**config.mk**
```make
export PLATFORM = sky130hd
export DESIGN_NAME = instr_fetch_unit_flat
export DESIGN_NICKNAME = d
export VERILOG_FILES = /design/src/rtl/instr_fetch_unit_pkg.sv /design/src/rtl/instr_fetch_unit_if.sv /design/src/rtl/instr_fetch_unit_fetch_fifo.sv /design/src/rtl/instr_fetch_unit.sv /design/src/flat_wrapper.sv
export SDC_FILE = /design/constraint.sdc
export NUM_CORES = 1
export LEC_CHECK = 0
export CAP_MARGIN = 5
export CORE_MARGIN = 10
export CORE_UTILIZATION = 53
export DETAILED_ROUTE_END_ITERATION = 12
export PLACE_DENSITY = 0.8
export SETUP_SLACK_MARGIN = 0.2
export SYNTH_ARGS = -nofsm -noshare
export SYNTH_HDL_FRONTEND = slang
export SYNTH_SLANG_ARGS = --single-unit
export TNS_END_PERCENT = 100
```
**constraint.sdc**
```tcl
create_clock -name clk -period 7.25 [get_ports clk]
set_clock_uncertainty 0.2 [all_clocks]
set_input_delay 0.725 -clock clk [delete_from_list [all_inputs] [get_ports clk]]
set_output_delay 0.725 -clock clk [all_outputs]
set_load 0.01 [all_outputs]
```
**src/rtl/instr_fetch_unit_pkg.sv**
```systemverilog
// Shared definitions for the instruction fetch unit.
//   XLEN / ILEN   : address and instruction widths
//   RESET_VECTOR  : default first fetch address after reset
//   NOP           : canonical RISC-V no-op (addi x0, x0, 0)
//   PC_STEP       : sequential fetch increment
//   word_align()  : clears the two low address bits
package instr_fetch_unit_pkg;

    localparam int XLEN = 32;
    localparam int ILEN = 32;

    localparam logic [XLEN-1:0] RESET_VECTOR = 32'h0000_0000;
    localparam logic [ILEN-1:0] NOP          = 32'h0000_0013;
    localparam logic [XLEN-1:0] PC_STEP      = 32'd4;

    function automatic logic [XLEN-1:0] word_align(input logic [XLEN-1:0] addr);
        return addr & ~XLEN'(3);
    endfunction

endpackage

```
**src/rtl/instr_fetch_unit_if.sv**
```systemverilog
// Bus bundle between the fetch unit, instruction memory and decode.
//   imem_req_valid/ready/addr : fetch request channel (fetch -> memory)
//   imem_rsp_valid/data       : in-order response channel, no backpressure
//   if_valid/ready/pc/instr   : fetched instruction towards decode
// Handshake rule for both valid/ready channels: a transfer happens in a cycle
// where valid and ready are both high; the sender keeps payload stable while
// valid is high and ready is low. The response channel has no ready and
// every valid cycle is a transfer.
// Modports: master = fetch unit side, slave = memory/decode side.
interface instr_fetch_unit_if;
    import instr_fetch_unit_pkg::*;

    logic            imem_req_valid;
    logic            imem_req_ready;
    logic [XLEN-1:0] imem_req_addr;
    logic            imem_rsp_valid;
    logic [ILEN-1:0] imem_rsp_data;
    logic            if_valid;
    logic            if_ready;
    logic [XLEN-1:0] if_pc;
    logic [ILEN-1:0] if_instr;

    modport master (
        output imem_req_valid, imem_req_addr,
        input  imem_req_ready,
        input  imem_rsp_valid, imem_rsp_data,
        output if_valid, if_pc, if_instr,
        input  if_ready
    );

    modport slave (
        input  imem_req_valid, imem_req_addr,
        output imem_req_ready,
        output imem_rsp_valid, imem_rsp_data,
        input  if_valid, if_pc, if_instr,
        output if_ready
    );

endinterface

```
**src/rtl/instr_fetch_unit_fetch_fifo.sv**
```systemverilog
// Synchronous FIFO used for the response buffer and the address tag queue.
//   clk, rst_n  : clock, asynchronous active-low reset (pointers/count only)
//   push/push_data : write an entry (ignored when full unless popping too)
//   pop         : drop the head entry (ignored when empty)
//   flush       : empty the FIFO; overrides push and pop in the same cycle
//   head_data   : oldest entry, valid while !empty
//   count/empty/full : occupancy status
module fetch_fifo #(
    parameter int WIDTH = 32,
    parameter int DEPTH = 2
) (
    input  logic                       clk,
    input  logic                       rst_n,
    input  logic                       push,
    input  logic [WIDTH-1:0]           push_data,
    input  logic                       pop,
    input  logic                       flush,
    output logic [WIDTH-1:0]           head_data,
    output logic [$clog2(DEPTH+1)-1:0] count,
    output logic                       empty,
    output logic                       full
);

    localparam int PTR_W = (DEPTH > 1) ? $clog2(DEPTH) : 1;
    localparam int CNT_W = $clog2(DEPTH + 1);

    logic [WIDTH-1:0] mem_q [DEPTH];
    logic [PTR_W-1:0] rd_ptr_q, rd_ptr_d;
    logic [PTR_W-1:0] wr_ptr_q, wr_ptr_d;
    logic [CNT_W-1:0] count_q, count_d;
    logic             do_push;
    logic             do_pop;

    function automatic logic [PTR_W-1:0] ptr_inc(input logic [PTR_W-1:0] p);
        return (p == PTR_W'(DEPTH - 1)) ? '0 : p + 1'b1;
    endfunction

    assign empty     = (count_q == '0);
    assign full      = (count_q == CNT_W'(DEPTH));
    assign count     = count_q;
    assign head_data = mem_q[rd_ptr_q];

    always_comb begin
        do_pop   = pop && !empty && !flush;
        do_push  = push && (!full || do_pop) && !flush;
        rd_ptr_d = rd_ptr_q;
        wr_ptr_d = wr_ptr_q;
        count_d  = count_q;
        if (flush) begin
            rd_ptr_d = '0;
            wr_ptr_d = '0;
            count_d  = '0;
        end else begin
            if (do_push) wr_ptr_d = ptr_inc(wr_ptr_q);
            if (do_pop)  rd_ptr_d = ptr_inc(rd_ptr_q);
            case ({do_push, do_pop})
                2'b10:   count_d = count_q + 1'b1;
                2'b01:   count_d = count_q - 1'b1;
                default: count_d = count_q;
            endcase
        end
    end

    always_ff @(posedge clk or negedge rst_n) begin
        if (!rst_n) begin
            rd_ptr_q <= '0;
            wr_ptr_q <= '0;
            count_q  <= '0;
        end else begin
            rd_ptr_q <= rd_ptr_d;
            wr_ptr_q <= wr_ptr_d;
            count_q  <= count_d;
        end
    end

    // Storage needs no reset: entries are only observed behind count_q.
    always_ff @(posedge clk) begin
        if (do_push) mem_q[wr_ptr_q] <= push_data;
    end

endmodule

```
**src/rtl/instr_fetch_unit.sv**
```systemverilog
// Fetch stage: owns the PC, issues in-order requests to instruction memory,
// buffers responses and presents {pc, instr} to decode.
//   clk, rst_n     : clock, asynchronous active-low reset
//   redirect_valid : one-cycle EX redirect; younger fetches are discarded
//   redirect_pc    : redirect target (low two bits ignored)
//   bus (master)   : imem request/response channels and the decode channel
// Parameters: RESET_PC (first fetch address), FIFO_DEPTH (buffer entries and
// the total number of credits shared by in-flight and buffered fetches).
module instr_fetch_unit
    import instr_fetch_unit_pkg::*;
#(
    parameter logic [XLEN-1:0] RESET_PC   = RESET_VECTOR,
    parameter int              FIFO_DEPTH = 2
) (
    input  logic               clk,
    input  logic               rst_n,
    input  logic               redirect_valid,
    input  logic [XLEN-1:0]    redirect_pc,
    instr_fetch_unit_if.master bus
);

    localparam int CNT_W = $clog2(FIFO_DEPTH + 1);
    localparam int BUF_W = XLEN + ILEN;

    logic [XLEN-1:0]  pc_q, pc_d;
    logic [CNT_W-1:0] inflight_q, inflight_d;
    logic [CNT_W-1:0] discard_q, discard_d;
    logic [CNT_W:0]   credits_used;
    logic             req_fire;
    logic             rsp_keep;
    logic             pop_fire;

    logic [BUF_W-1:0] buf_head;
    logic [CNT_W-1:0] buf_count, tag_count;
    logic             buf_empty, buf_full;
    logic [XLEN-1:0]  tag_head;
    logic             tag_empty, tag_full;
    logic             unused_fifo_status;

    // Every request reserves a buffer slot until its entry is popped, so the
    // response buffer and the tag queue can never overflow.
    assign credits_used       = {1'b0, inflight_q} + {1'b0, buf_count};
    assign bus.imem_req_valid = rst_n && !redirect_valid
                                && (credits_used < (CNT_W+1)'(FIFO_DEPTH));
    assign bus.imem_req_addr  = pc_q;
    assign req_fire           = bus.imem_req_valid && bus.imem_req_ready;

    // Responses belonging to fetches issued before a redirect are dropped:
    // those still counted in discard_q, and the one arriving in the redirect
    // cycle itself.
    assign rsp_keep = bus.imem_rsp_valid && !redirect_valid && (discard_q == '0);

    assign bus.if_valid = !buf_empty;
    assign bus.if_pc    = buf_head[BUF_W-1 -: XLEN];
    assign bus.if_instr = buf_empty ? NOP : buf_head[ILEN-1:0];
    assign pop_fire     = !buf_empty && bus.if_ready;

    always_comb begin
        pc_d       = pc_q;
        inflight_d = inflight_q;
        discard_d  = discard_q;

        if (req_fire) pc_d = pc_q + PC_STEP;

        // The in-flight count tracks every issued request until its response
        // returns, whether that response is kept or discarded.
        case ({req_fire, bus.imem_rsp_valid})
            2'b10:   inflight_d = inflight_q + 1'b1;
            2'b01:   inflight_d = inflight_q - 1'b1;
            default: inflight_d = inflight_q;
        endcase

        if (redirect_valid) begin
            pc_d      = word_align(redirect_pc);
            discard_d = inflight_q - CNT_W'(bus.imem_rsp_valid);
        end else if (bus.imem_rsp_valid && (discard_q != '0)) begin
            discard_d = discard_q - 1'b1;
        end
    end

    always_ff @(posedge clk or negedge rst_n) begin
        if (!rst_n) begin
            pc_q       <= RESET_PC;
            inflight_q <= '0;
            discard_q  <= '0;
        end else begin
            pc_q       <= pc_d;
            inflight_q <= inflight_d;
            discard_q  <= discard_d;
        end
    end

    // Addresses of live (non-discarded) requests, oldest first; the head
    // tags the next kept response.
    fetch_fifo #(.WIDTH(XLEN), .DEPTH(FIFO_DEPTH)) u_tag_q (
        .clk       (clk),
        .rst_n     (rst_n),
        .push      (req_fire),
        .push_data (pc_q),
        .pop       (rsp_keep),
        .flush     (redirect_valid),
        .head_data (tag_head),
        .count     (tag_count),
        .empty     (tag_empty),
        .full      (tag_full)
    );

    // {pc, instr} entries waiting for decode. A pop in a redirect cycle is
    // still a completed handshake; the flush only removes what remains.
    fetch_fifo #(.WIDTH(BUF_W), .DEPTH(FIFO_DEPTH)) u_rsp_buf (
        .clk       (clk),
        .rst_n     (rst_n),
        .push      (rsp_keep),
        .push_data ({tag_head, bus.imem_rsp_data}),
        .pop       (pop_fire),
        .flush     (redirect_valid),
        .head_data (buf_head),
        .count     (buf_count),
        .empty     (buf_empty),
        .full      (buf_full)
    );

    assign unused_fifo_status = &{1'b0, buf_full, tag_full, tag_empty, tag_count};

endmodule

```
**src/flat_wrapper.sv**
```systemverilog
// flat-port wrapper written by rule: the top's interface ports become plain ports
module instr_fetch_unit_flat import instr_fetch_unit_pkg::*;
#(
    parameter logic [XLEN-1:0] RESET_PC   = RESET_VECTOR,
    parameter int              FIFO_DEPTH = 2
)
  (clk, rst_n, redirect_valid, redirect_pc, bus_imem_req_valid, bus_imem_req_addr, bus_imem_req_ready, bus_imem_rsp_valid, bus_imem_rsp_data, bus_if_valid, bus_if_pc, bus_if_instr, bus_if_ready);
  instr_fetch_unit_if bus_i ();
  input  logic clk;
  input  logic rst_n;
  input  logic redirect_valid;
  input  logic [XLEN-1:0] redirect_pc;
  output wire logic [$bits(bus_i.imem_req_valid)-1:0] bus_imem_req_valid;
  output wire logic [$bits(bus_i.imem_req_addr)-1:0] bus_imem_req_addr;
  input wire logic [$bits(bus_i.imem_req_ready)-1:0] bus_imem_req_ready;
  input wire logic [$bits(bus_i.imem_rsp_valid)-1:0] bus_imem_rsp_valid;
  input wire logic [$bits(bus_i.imem_rsp_data)-1:0] bus_imem_rsp_data;
  output wire logic [$bits(bus_i.if_valid)-1:0] bus_if_valid;
  output wire logic [$bits(bus_i.if_pc)-1:0] bus_if_pc;
  output wire logic [$bits(bus_i.if_instr)-1:0] bus_if_instr;
  input wire logic [$bits(bus_i.if_ready)-1:0] bus_if_ready;
  assign bus_imem_req_valid = bus_i.imem_req_valid;
  assign bus_imem_req_addr = bus_i.imem_req_addr;
  assign bus_i.imem_req_ready = bus_imem_req_ready;
  assign bus_i.imem_rsp_valid = bus_imem_rsp_valid;
  assign bus_i.imem_rsp_data = bus_imem_rsp_data;
  assign bus_if_valid = bus_i.if_valid;
  assign bus_if_pc = bus_i.if_pc;
  assign bus_if_instr = bus_i.if_instr;
  assign bus_i.if_ready = bus_if_ready;
  instr_fetch_unit #(.RESET_PC(RESET_PC), .FIFO_DEPTH(FIFO_DEPTH)) u_core (.clk(clk), .rst_n(rst_n), .redirect_valid(redirect_valid), .redirect_pc(redirect_pc), .bus(bus_i));
endmodule
```
# Word level (Yosys, flattened, before mapping)
# Memories as Yosys holds them, arrays and structs flattened.
# Index checks and enable logic that the tools add are counted.
[word_totals]
reg_bits = 44
mem_bits_rw = 192
input_bits = 70
out_inout_bits = 98
wordCells = 95
n_memories = 2
[classes]
n_addsub = 14
order_cmp = 1
n_eq_ne = 8
mux = 26
reduce_logical = 35
[mem_list]
columns = ["memory", "words", "word_bits", "rd", "rd_clocked_by_memory_dff", "wr", "line_no", "source"]
rows = [
  ["u_core.u_rsp_buf.mem_q", 2, 64, 1, 0, 1, "instr_fetch_unit_fetch_fifo.sv:27", "logic [WIDTH-1:0] mem_q [DEPTH];"],
  ["u_core.u_tag_q.mem_q", 2, 32, 1, 0, 1, "instr_fetch_unit_fetch_fifo.sv:27", ""],
]
[op_table]
columns = ["op", "count"]
rows = [
  ["$mux 32", 3],
  ["$add 32x3->32 const B", 1],
  ["$mux 1", 16],
  ["$reduce_bool 2->1", 8],
  ["$logic_and 1x1->1", 15],
  ["$pmux 2 s2", 3],
  ["$eq 2x2->1 const B", 5],
  ["$mux 2", 4],
  ["$sub 2x1->2 const B", 4],
  ["$add 2x1->2 const B", 3],
  ["$eq 2x1->1 const B", 3],
  ["$logic_not 2->1", 3],
  ["$reduce_bool 3->1", 2],
  ["$logic_not 1->1", 5],
  ["$add 1x1->1 const B", 4],
  ["$add 2x2->3", 1],
  ["$lt 3x2->1 const B", 1],
  ["$logic_or 1x1->1", 2],
  ["$sub 2x1->2", 1],
]

# Longest topological paths before layout
[depth]
ltp_word = 11
mapped_depth = 11
ltp_nobuf = 9

# Cells and area by module
# From an unflattened synthesis, not the netlist that was laid out.
[unflattened]
cells_unflattened = 613
area_unflattened_um2 = 9671.8
[modules_own_cells]
columns = ["mod", "instances", "cells_each", "area_per_inst_um2", "seq_area_each_um2"]
rows = [
  ["fetch_fifo (u_core.u_rsp_buf)", 1, 224, 4853.4, 3943.8],
  ["fetch_fifo (u_core.u_tag_q)", 1, 125, 2543.7, 2021.9],
  ["instr_fetch_unit", 1, 264, 2274.7, 850.8],
]

# Worst setup path before layout
# Ideal clock, no wire load.
[synth_path]
path_kind = "input to register"
start = "input port bus_imem_rsp_valid"
end = "memory u_core.u_rsp_buf.mem_q[1][0] (netlist name), enable pin"
setup_ns = 0.571
t_arrival_ns = 5.791
t_required_ns = 6.479
slack_ns = 0.688
cell_stages = 4
path_buffers = 1
cell_sequence = "and2_1 clkbuf_1 o31ai_1 nor3b_1"
[synth_via]
elab_chain_len = 6
[synth_rtl]
columns = ["element", "line_no", "source"]
rows = [
  ["start, declared", "flat_wrapper.sv:16", "input wire logic [$bits(bus_i.imem_rsp_valid)-1:0] bus_imem_rsp_valid;"],
  ["$logic_and 1x1->1 (2 in a row)", "instr_fetch_unit.sv:51", "assign rsp_keep = bus.imem_rsp_valid && !redirect_valid && (discard_q == '0);"],
  ["$logic_and 1x1->1 (2 in a row)", "instr_fetch_unit_fetch_fifo.sv:45", "do_push = push && (!full || do_pop) && !flush;"],
  ["$mux 1", "instr_fetch_unit_fetch_fifo.sv:78", "if (do_push) mem_q[wr_ptr_q] <= push_data;"],
  ["$mux 1 (not written as such)", "instr_fetch_unit_fetch_fifo.sv:78", ""],
  ["end, declared", "instr_fetch_unit_fetch_fifo.sv:27", ""],
]
# Every way passes these cells.

# Worst setup path in the final report
[layout_path]
start = "register u_core.u_rsp_buf.count_q[0] (netlist: u_core.u_rsp_buf.count[0])"
end = "memory u_core.u_tag_q.mem_q[0][27], enable pin"
[layout_via]
elab_chain_len = 8
[layout_rtl]
columns = ["element", "line_no", "source"]
rows = [
  ["start, declared", "instr_fetch_unit_fetch_fifo.sv:30", "logic [CNT_W-1:0] count_q, count_d;"],
  ["start signal, assigned", "instr_fetch_unit_fetch_fifo.sv:72", "count_q <= count_d;"],
  ["$add 2x2->3", "instr_fetch_unit.sv:42", "assign credits_used = {1'b0, inflight_q} + {1'b0, buf_count};"],
  ["$lt 3x2->1", "instr_fetch_unit.sv:44", "&& (credits_used < (CNT_W+1)'(FIFO_DEPTH));"],
  ["$logic_and 1x1->1", "instr_fetch_unit.sv:44", ""],
  ["$logic_and 1x1->1", "instr_fetch_unit.sv:46", "assign req_fire = bus.imem_req_valid && bus.imem_req_ready;"],
  ["$logic_and 1x1->1 (2 in a row)", "instr_fetch_unit_fetch_fifo.sv:45", ""],
  ["$mux 1", "instr_fetch_unit_fetch_fifo.sv:78", ""],
  ["$mux 1 (not written as such)", "instr_fetch_unit_fetch_fifo.sv:78", ""],
  ["end, declared", "instr_fetch_unit_fetch_fifo.sv:27", ""],
]
# Every way passes these cells.

==> impl_metrics.json <==
{
  "clock_path_buffers": 3,
  "final_common_cell": "edfxtp_1",
  "worst_path_max_delay_cell": "nor3b_2",
  "wl_met3_mm": 1.513,
  "yosys.area_share.simple_pct": 8.689,
  "hold_viol": 0,
  "ys_async_sr_fraction_pct": 18.58,
  "synth-seq-area-share_pct": 70.59,
  "yosys_warnings": 0,
  "wl_per_cell_um": 20.19,
  "critPathBufInv": 3,
  "cts_tree": "built",
  "antenna_found_initial": 0,
  "r2r_end": "u_core.u_tag_q.mem_q[0][27]$_DFFE_PP_",
  "crit_required_ps": 7210,
  "crit_path_end_kind": "flop",
  "routed.top_layer": "met4",
  "wl_met1_mm": 8.592,
  "critPathKind": "flop to flop",
  "cp.arrival_ps": 3790,
  "cp_max_fo": 35,
  "period_needed_ps": 3828,
  "synth_area_leader_cell": "edfxtp_1",
  "htree_levels": 1,
  "grt_pass1_vias": 5988,
  "synth-edff-count": 184,
  "ir_drop_uv": 192.9,
  "clk_pin_slew_ps": 60,
  "nNetsFinal": 860,
  "drc": 0,
  "reg2reg_depth": 8,
  "drive_gt1_share_pct": 13.86,
  "place_ws_ps": 3000,
  "cp-endpoint": "u_core.u_tag_q.mem_q[0][27]$_DFFE_PP_",
  "syn_avg_cell_area_um2": 14.93,
  "clkLatencyLatePin_ps": 500,
  "die_x_um": 152.6,
  "ys_ff_latch": 226,
  "cp-startpoint": "u_core.u_rsp_buf.count[0]$_DFFE_PN0P_",
  "place_hpwl_mm": 14.00,
  "die-area_um2": 23280,
  "crit_family": "simple AND/OR/NAND/NOR gates",
  "min_path_type": "primary input to asynchronous set/reset pin",
  "grt_max_degree": 64,
  "relSlewSlack_pct": 25.99,
  "hold_slack_ps": 169.5,
  "fp.dieH_um": 152.6,
  "ant_nets": 0,
  "synth_xor_area_share_pct": 0.9401,
  "cts_setup_buffers": 0,
  "num_io_pins": 168,
  "fin_crit_sh_pct": 52.80,
  "synth-main-ff-cell": "edfxtp_1",
  "r2r_slack_ps": 3420,
  "dr.pass1.iters": 5,
  "coreArea_um2": 17240,
  "grt_setup_unrepaired": "false",
  "crit_chain": "and2_1 -> fa_1 -> nor4b_4 -> and2_1 -> buf_4 -> inv_2 -> nor3b_2 -> buf_4",
  "cts_resized": 0,
  "via_count": 5893,
  "synth_top_area_share_pct": 59.31,
  "rows": 48,
  "power_leakage_nw": 4.013,
  "routabilityCongestion": 0.8140,
  "synth_compound_area_share_pct": 5.761,
  "start_util_pct": 54.05,
  "portBuffers": 161,
  "slew_violations": 0,
  "synthMuxAreaShare_pct": 10.80,
  "syn2layout_area_growth_pct": 26.54,
  "synthAdderAreaFrac_pct": 0.7521,
  "grt_overflow": 0,
  "p_per_area_nw_per_um2": 279.0,
  "vias_per_cell": 5.744,
  "synth_cells": 624,
  "setup_ws_ps": 3422,
  "yosys-top-cells-area": "edfxtp_1, dfrtp_1, mux2_2",
  "mostFrequentLayoutCells": "edfxtp_1, clkdlybuf4s50_1, mux2_2, nor2_1, nand2_1",
  "cts_sinks": 226,
  "routed-wl-met2_mm": 10.16,
  "wl_mm": 20.72,
  "nFillCells": 1144,
  "cts-root-buf": "clkbuf_16",
  "cp.depth": 8,
  "maxCapViolCount": 0,
  "cts_buffers": 23,
  "syn_area_um2": 9316,
  "ys_types": 58,
  "drt-initial-drc-count": 465,
  "tightestPinTransition_ps": 1105,
  "track_usage_pct": 17.23,
  "fmax_ghz": 0.2612,
  "reg2reg_from": "u_core.u_rsp_buf.count[0]$_DFFE_PN0P_",
  "synth_top_family_by_area": "multiplexers",
  "setup_tns_ps": 0,
  "worst_path_largest_cell_delay_ps": 600,
  "startpoint_type": "flop",
  "postCtsHoldBufs": 0,
  "num_antenna_cells": 0,
  "status": "completed",
  "grt_pass1_wl_mm": 32.93,
  "setup_violations": 0
}
## per-layer routing
layer  vias up  global-route usage [%]
li1       2686                       -
met1      2940                   22.01
met2       234                   28.21
met3        33                   4.459
met4         0                   5.313
met5         -                       0
## cell families (layout without fill, tap and decap cells)
group                      after synthesis  count (layout)
AOI/OAI and AO/OA                       79              79
DFF                                    226             226
muxes                                   93              93
xor gates and xnor gates                10              10
other                                    1               4
and+or+nand+nor                        162             162
adders and majority gates                5               5
buffers and inverters                   48             222
## synthesized netlist by cell type (all sizes together) (2+ instances only)
| master | number |
|---|---|
| nor2 | 51 |
| and2 | 4 |
| a32oi | 2 |
| xor2 | 6 |
| mux2i | 33 |
| nand3 | 19 |
| nor2b | 3 |
| a31o | 2 |
| a41oi | 3 |
| o211ai | 7 |
| ha | 4 |
| a21o | 2 |
| o221ai | 2 |
| nor3b | 3 |
| a31oi | 3 |
| nand4 | 13 |
| xnor2 | 4 |
| buf | 21 |
| nor3 | 11 |
| a221o | 3 |
| clkbuf | 15 |
| o311ai | 8 |
| o32ai | 2 |
| edfxtp | 184 |
| a22oi | 4 |
| mux2 | 60 |
| or3 | 3 |
| nand2 | 44 |
| nand2b | 2 |
| o21ai | 24 |
| and3 | 4 |
| dfrtp | 42 |
| a21oi | 11 |
| inv | 12 |
## area by class of cell
type,instances,area (um^2),area share [%]
Clock inverter,6,57.56,0.4882
Clock buffer,35,620.6,5.264
Timing Repair Buffer,169,1662,14.09
Multi-Input combinational cell,353,2542,21.57
Inverter,12,45.04,0.3821
Tap cell,225,281.5,2.388
Sequential cell,226,6580,55.82
## through the flow
stage               power [W]  area (um^2)  util, %  cells
floorplan            0.001959         9328        -    627
global placement     0.002217        11110    64.46    985
detailed placement   0.002245        11110    64.46    985
CTS                  0.003314        11790    68.39   1026
global route         0.003440        11790    68.39   1026
finish               0.003289        11790    68.39   1026
## where the power goes
part	internal, W	total (W)	switching [W]
clock	0.000626	0.00107	0.000447
sequential	0.00154	0.00165	0.000109
combinational	0.000294	0.000566	0.000272
total	0.00246	0.00329	0.000828
## flip-flops by register name (all words and copies together) (netlist names)
name,flops
u_core.u_tag_q.wr_ptr_q,1
u_core.u_tag_q.mem_q,60
u_core.bus.imem_req_addr,30
u_core.inflight_q,2
u_core.u_tag_q.rd_ptr_q,1
u_core.u_rsp_buf.rd_ptr_q,1
u_core.u_rsp_buf.wr_ptr_q,1
u_core.u_rsp_buf.count,2
u_core.u_tag_q.count,2
u_core.discard_q,2
u_core.u_rsp_buf.mem_q,124
## how the worst min path moves through the flow
stage,startpoint,end,slack (ps),cells after the start
after global routing,rst_n,u_core.bus.imem_req_addr[27]$_DFFE_PN0N_,240,1
final,rst_n,u_core.bus.imem_req_addr[27]$_DFFE_PN0N_,170,1
after global placement,u_core.u_tag_q.count[1]$_DFFE_PN0P_,u_core.u_tag_q.count[1]$_DFFE_PN0P_,310,1
after detailed placement,u_core.inflight_q[1]$_DFFE_PN0P_,u_core.inflight_q[1]$_DFFE_PN0P_,330,1
after floorplan,rst_n,u_core.bus.imem_req_addr[10]$_DFFE_PN0N_,230,0
after CTS,rst_n,u_core.bus.imem_req_addr[27]$_DFFE_PN0N_,200,1
Note: power is estimated with default switching activity, not from simulation.
